$ cat config.mk
export PLATFORM = sky130hd
export DESIGN_NAME = alu_seq_exec
export DESIGN_NICKNAME = d
export VERILOG_FILES = /design/src/rtl/alu_seq_exec.sv
export SDC_FILE = /design/constraint.sdc
export NUM_CORES = 1
export LEC_CHECK = 0
export ABC_CLOCK_PERIOD_IN_PS = 4800
export CORE_MARGIN = 1.5
export CORE_UTILIZATION = 40
export CTS_BUF_LIST = sky130_fd_sc_hd__clkbuf_4 sky130_fd_sc_hd__clkbuf_8
export CTS_CLUSTER_SIZE = 8
export DETAILED_ROUTE_END_ITERATION = 12
export HOLD_SLACK_MARGIN = 0.08
export PLACE_DENSITY = 0.67
export RECOVER_POWER = 50
export SLEW_MARGIN = 20
export SYNTH_ARGS = -nofsm -noshare
export SYNTH_HDL_FRONTEND = slang
export SYNTH_SLANG_ARGS = --single-unit
$ cat constraint.sdc
create_clock -name clk -period 4.8 [get_ports clk]
set_input_delay 0.96 -clock clk [delete_from_list [all_inputs] [get_ports clk]]
set_output_delay 0.96 -clock clk [all_outputs]
set_load 0.05 [all_outputs]
$ cat src/rtl/alu_seq_exec.sv
// Execute-stage ALU behind a valid/ready handshake: logic and add/sub finish in one cycle,
// shifts iterate one bit per cycle, and the result is held until the consumer accepts it.
module alu_seq_exec #(
  parameter int unsigned WIDTH = 32,
  parameter int unsigned SHW   = $clog2(WIDTH)
) (
  input  logic             clk,
  input  logic             rst_n,
  input  logic             in_valid,
  output logic             in_ready,
  input  logic [3:0]       alucon,
  input  logic [WIDTH-1:0] a,
  input  logic [WIDTH-1:0] b,
  output logic             out_valid,
  input  logic             out_ready,
  output logic [WIDTH-1:0] result,
  output logic             zero,
  output logic             err
);

  typedef enum logic [1:0] {StIdle, StShift, StDone} state_e;

  localparam logic [3:0] OpAdd = 4'b0000;
  localparam logic [3:0] OpSub = 4'b0001;
  localparam logic [3:0] OpXor = 4'b0010;
  localparam logic [3:0] OpOr  = 4'b0011;
  localparam logic [3:0] OpAnd = 4'b0100;
  localparam logic [3:0] OpSll = 4'b0101;
  localparam logic [3:0] OpSrl = 4'b0110;

  state_e           state_q, state_d;
  logic [WIDTH-1:0] acc_q, acc_d;
  logic [SHW-1:0]   cnt_q, cnt_d;
  logic             left_q, left_d;
  logic             err_q, err_d;
  logic [SHW-1:0]   shamt;

  assign shamt = b[SHW-1:0];

  always_ff @(posedge clk) begin
    if (!rst_n) begin
      state_q <= StIdle;
      acc_q   <= '0;
      cnt_q   <= '0;
      left_q  <= 1'b0;
      err_q   <= 1'b0;
    end else begin
      state_q <= state_d;
      acc_q   <= acc_d;
      cnt_q   <= cnt_d;
      left_q  <= left_d;
      err_q   <= err_d;
    end
  end

  always_comb begin
    state_d = state_q;
    acc_d   = acc_q;
    cnt_d   = cnt_q;
    left_d  = left_q;
    err_d   = err_q;
    unique case (state_q)
      StIdle: begin
        if (in_valid) begin
          state_d = StDone;
          err_d   = 1'b0;
          case (alucon)
            OpAdd: acc_d = a + b;
            OpSub: acc_d = a - b;
            OpXor: acc_d = a ^ b;
            OpOr:  acc_d = a | b;
            OpAnd: acc_d = a & b;
            OpSll, OpSrl: begin
              acc_d  = a;
              cnt_d  = shamt;
              left_d = (alucon == OpSll);
              // A zero shift amount completes immediately with the operand unchanged.
              if (shamt != '0) state_d = StShift;
            end
            default: begin
              acc_d = '0;
              err_d = 1'b1;
            end
          endcase
        end
      end
      StShift: begin
        acc_d = left_q ? (acc_q << 1) : (acc_q >> 1);
        cnt_d = cnt_q - SHW'(1);
        if (cnt_q == SHW'(1)) state_d = StDone;
      end
      StDone: begin
        if (out_ready) state_d = StIdle;
      end
      default: state_d = StIdle;
    endcase
  end

  always_comb begin
    in_ready  = (state_q == StIdle);
    out_valid = (state_q == StDone);
    result    = acc_q;
    zero      = (acc_q == '0);
    err       = err_q;
  end

endmodule
# --- Word level (Yosys, flattened, before mapping) ---
# Cells that the tools add are included.
totals:
  reg_bits: 41
  output_inout_bits: 36
  in_bits: 72
  word_cells: 50
op_classes:
  n_addsub: 3
  n_reduce_logical: 12
  bitwise: 3
  n_eq_ne: 13
  mux: 14
ops:
  columns: ["cell", "n"]
  rows:
  - ["32-bit case mux with 6 select lines", 1]
  - ["32-bit two-way mux", 2]
  - ["32-bit case mux with 2 select lines", 1]
  - ["32-bit adder", 1]
  - ["32-bit bitwise AND", 1]
  - ["32-bit zero test", 1]
  - ["32-bit OR", 1]
  - ["32-bit subtractor", 1]
  - ["32-bit XOR", 1]
  - ["4-bit by 3-bit equality test with 1-bit output (second input constant)", 3]
  - ["2-bit two-way mux", 5]
  - ["5-bit two-way mux", 2]
  - ["5-bit case mux with 2 select lines", 1]
  - ["3-bit AND reduction", 3]
  - ["4-bit by 2-bit equality test with 1-bit output (second input constant)", 2]
  - ["7-bit OR reduction", 1]
  - ["2-bit case mux with 3 select lines", 1]
  - ["5-bit by 1-bit equality test with 1-bit output (second input constant)", 1]
  - ["5-bit nonzero test", 1]
  - ["5-bit by 1-bit subtractor with 5-bit output (second input constant)", 1]
  - ["4-bit by 1-bit equality test with 1-bit output (second input constant)", 1]
  - ["4-bit zero test", 1]
  - ["2-bit by 1-bit != test with 1-bit output (second input constant)", 2]
  - ["2-bit != test (second input constant)", 2]
  - ["other kinds (7)", 8]

# --- Depth between registers and ports, before layout ---
logic_depth:
  word_depth: 5
  depth_mapped: 16
  mapped_depth_nobuf: 14

# --- Least setup slack after synthesis ---
# OpenSTA, ideal clock, no wires.
synth_path:
  path_kind: "input to register"
  startpoint: "input alucon[1]"
  endpoint: "register acc_q[30] (netlist: result[30])"
  cell_stages: 15
  setup_time_ns: 0.073
  t_arrival_ns: 3.907
  setup_slack_ns: 0.820
  path_buffers: 4
  cell_sequence: "buf_4 nor3_4 and2_1 clkbuf_1 buf_2 nor2_1 xnor2_1 ha_1 clkbuf_1 nand3_1 a211oi_2 o21ai_2 or3_1 a311o_1 o211ai_2"
synth_between:
  elab_chain_cells: 5
  elab_cells_between_ends: 11
synth_rtl:
  columns: ["element", "line", "source"]
  rows:
  - ["start: declaration", "11", "input logic [3:0] alucon,"]
  - ["4-bit by 3-bit equality test with 1-bit output", "67", "case (alucon)"]
  - ["2-bit OR reduction", "67", null]
  - ["32-bit case mux with 6 select lines (*)", "67", null]
  - ["32-bit two-way mux (*)", "64", "if (in_valid) begin"]
  - ["32-bit case mux with 2 select lines (*)", "62", "unique case (state_q)"]
  - ["end signal: assignment", "43", "acc_q <= '0;"]
  - ["end signal: assignment", "49", "acc_q <= acc_d;"]
  - ["end: declaration", "32", "logic [WIDTH-1:0] acc_q, acc_d;"]
# Every way passes the cells marked *; elsewhere a longest branch is shown, timed or not. The select of a mux whose other input is x is not followed.
# A chain may end at the register's enable or synchronous reset.

# --- Worst setup path after layout ---
layout_path:
  startpoint: "input b[2]"
  endpoint: "register acc_q[23] (netlist: result[23])"
layout_between:
  elab_chain_cells: 4
  elab_cells_between_ends: 5
layout_rtl:
  columns: ["element", "line", "source"]
  rows:
  - ["start: declaration", "13", "input logic [WIDTH-1:0] b,"]
  - ["32-bit subtractor or 32-bit adder (tied branches)", "69, 68", null]
  - ["32-bit case mux with 6 select lines (*)", "67", null]
  - ["32-bit two-way mux (*)", "64", null]
  - ["32-bit case mux with 2 select lines (*)", "62", null]
# Marked as above.

==> metrics <==
run status finished, final reports clean; CTS buffer count 5; most common cell after layout, fill and taps aside ha_1; Starting Density 40.7%; GRT Total Usage 28.7%; ys flop type dfxtp_1; Post-route DRC 0; Worst Setup End Kind flop; postcts setup bufs 0; Root Driver clkbuf_8; Longest Clk Path Bufs 2; Vias 7931; YS warnings 0; fin crit share 96.1%; worst min path class reg2reg; Yosys reg bits 41; ratio of cells with drive above 1 in the final layout 9.21%; CTS tree done; GR Overflow Total 0; final setup violation count 0; top cells by area, synth ha_1 18%, dfxtp_1 12%, a21oi_1 6.0%; initial drt markers 997; initial antenna violation count 3; Multi-input gate area 0.00566 sq mm; Max-slew headroom 10.1%; DP HPWL 21100 microns; Area after DPL 0.00854 sq mm; vias per inst 6.15; Post-CTS Hold Buffers 0; Fin. Hold Viols 0; Yosys top cell area share 17.7%; Sequential cell area 822 sq um; buffers added on ports 107; critical path startpoint category primary input; nets@finish 1235; Clock Skews 0.00619 ns; Die Y 135 microns; setup_tns 0 ns; Max Cap Viol 0; Core Area 0.0172 sq mm; worst vdd ir 0.000184 V; CTS sink cnt 41; later-pin clock latency in the skew report 0.31 ns; row count 48; H-tree Lvls 2; Worst Tran Pin Value 1.35 ns; Yosys top cell by area ha_1; RSZ-0062 raised after global routing no; wirelength, routed 26800 microns; post-route ant nets 0; Cells after Synth 949; crit path max fanout 7; syn avg cell area 7.39 sq um; Clk pin slew, worst setup/hold paths 0.08 ns; total power divided by cell area 206 mW/mm^2; commonest non-fill, non-tap cells in the layout 99 x ha_1, 84 x a21oi_1, 79 x inv_1, 79 x o21ai_0, 71 x clkdlybuf4s50_1; die area 0.0183 sq mm; GP Congestion 0.983; Seq/Total Area, Yosys 11.7%; Final Cell Area 0.00862 sq mm; antenna diode count 0; vias in the first global route 7036; DP Worst Slack -0.0986 ns; post-cts sizing count 0; Max Slew Vio Count 0; P&R area growth vs syn 22.9%; Detailed Routing Iterations Pass 1 8; Total Power 1770 uW; first-pass GRT wire length 40600 microns; I/O Pins 108; filler cell count in the final layout 1711; worst setup path class in2reg; Leak Pwr 0.00363 uW; Achievable Freq 217 MHz; worst setup margin 0.186 ns; average wire per standard cell 20.8 microns; CP required 5.00 ns; Net Count, Synth 1121; Tmin final 4.61 ns; die width 135 microns; Async S/R FF share, synth 0%; area of the mapped netlist 0.00701 sq mm; Worst EP arrival 4.81 ns; Post-synth EDFFs 0; Synth cell types 77; largest net degree at the start of global routing 43
[sequential cells by signal, summed over array words and instances (netlist names)]
name     cells
err          1
state_q      2
result      32
cnt_q        5
left_q       1
[critical path: stages]
cell             delay [ns]
clkdlybuf4s50_1        0.52
nor4_4                 0.41
and3_1                 0.43
nand2_1                0.12
o31ai_1                0.30
xnor2_1                0.16
ha_1                   0.35
a21o_1                 0.24
a31o_2                 0.26
a31oi_1                0.27
a21boi_1               0.40
nor4_1                 0.10
a211o_1                0.29
[stage by stage]
stage               util, %  hold WS [ns]  cells
floorplan                 -         0.475    949
global placement       49.5         0.490   1281
detailed placement     49.5         0.497   1281
CTS                    50.1         0.509   1289
global route           50.0         0.533   1289
finish                 50.0         0.499   1289
[metal layers]
layer	vias up	global-route usage (%)	routed length [microns]
li1	3773	-	-
met3	47	5.20	2530
met1	3719	42.8	12400
met4	6	7.29	568
met2	386	42.1	11300
met5	-	0	38
[layout make-up]
type / count / share of cell area [%]
Sequential cell: 41 / 9.54
Clock buffer: 8 / 1.06
Inverter: 79 / 3.44
Multi-Input combinational cell: 777 / 65.6
Timing Repair Buffer: 159 / 17.1
Tap cell: 225 / 3.27
[power by group]
part	leakage, uW	switching, uW	internal [uW]
Clock	0.0000498	132	121
Combinational	0.00324	661	411
Sequential	0.000338	67.2	380
Total	0.00363	860	912
[logic make-up after synthesis]
group                    after synthesis  synth area share, %
adder cells (fa/ha/maj)              100                 18.0
AND/OR/NAND/NOR                      244                 18.0
flip-flops                            41                 11.7
AO/OA/AOI/OAI                        352                 33.8
XOR/XNOR                              43                 5.37
buffers and inverters                131                 7.66
multiplexers                          38                 5.50
[path summary, 6_finish.rpt]
| check | startpoint | end | slack [ns] | cells after the start |
|---|---|---|---|---|
| worst min-delay path | err | err | 0.50 | 2 |
| worst max register to register | state_q[1] | result[24] | 2.03 | 8 |
| worst max-delay path | b[2] | result[23] | 0.19 | 13 |
| worst min register to register | err | err | 0.50 | 2 |
[synth_stat cells (all sizes together) (5+ instances only)]
| cell type | count |
|---|---|
| ha | 99 |
| a21oi | 85 |
| o21ai | 81 |
| inv | 79 |
| nor2 | 68 |
| nand2 | 57 |
| dfxtp | 41 |
| mux2i | 34 |
| xnor2 | 33 |
| buf | 29 |
| clkbuf | 23 |
| a22oi | 22 |
| nand3 | 22 |
| a31oi | 17 |
| nor3 | 17 |
| a211oi | 16 |
| o221ai | 16 |
| a21o | 15 |
| nor4 | 15 |
| o21a | 15 |
| o211ai | 13 |
| o22ai | 12 |
| nor2b | 11 |
| and3 | 10 |
| xor2 | 10 |
| a221oi | 8 |
| and2 | 7 |
| a41oi | 6 |
| nand2b | 6 |
| nand4 | 6 |
| nor3b | 6 |
| o21bai | 6 |
| o221a | 6 |
| a222oi | 5 |
Power figures use the tool's default switching activity.
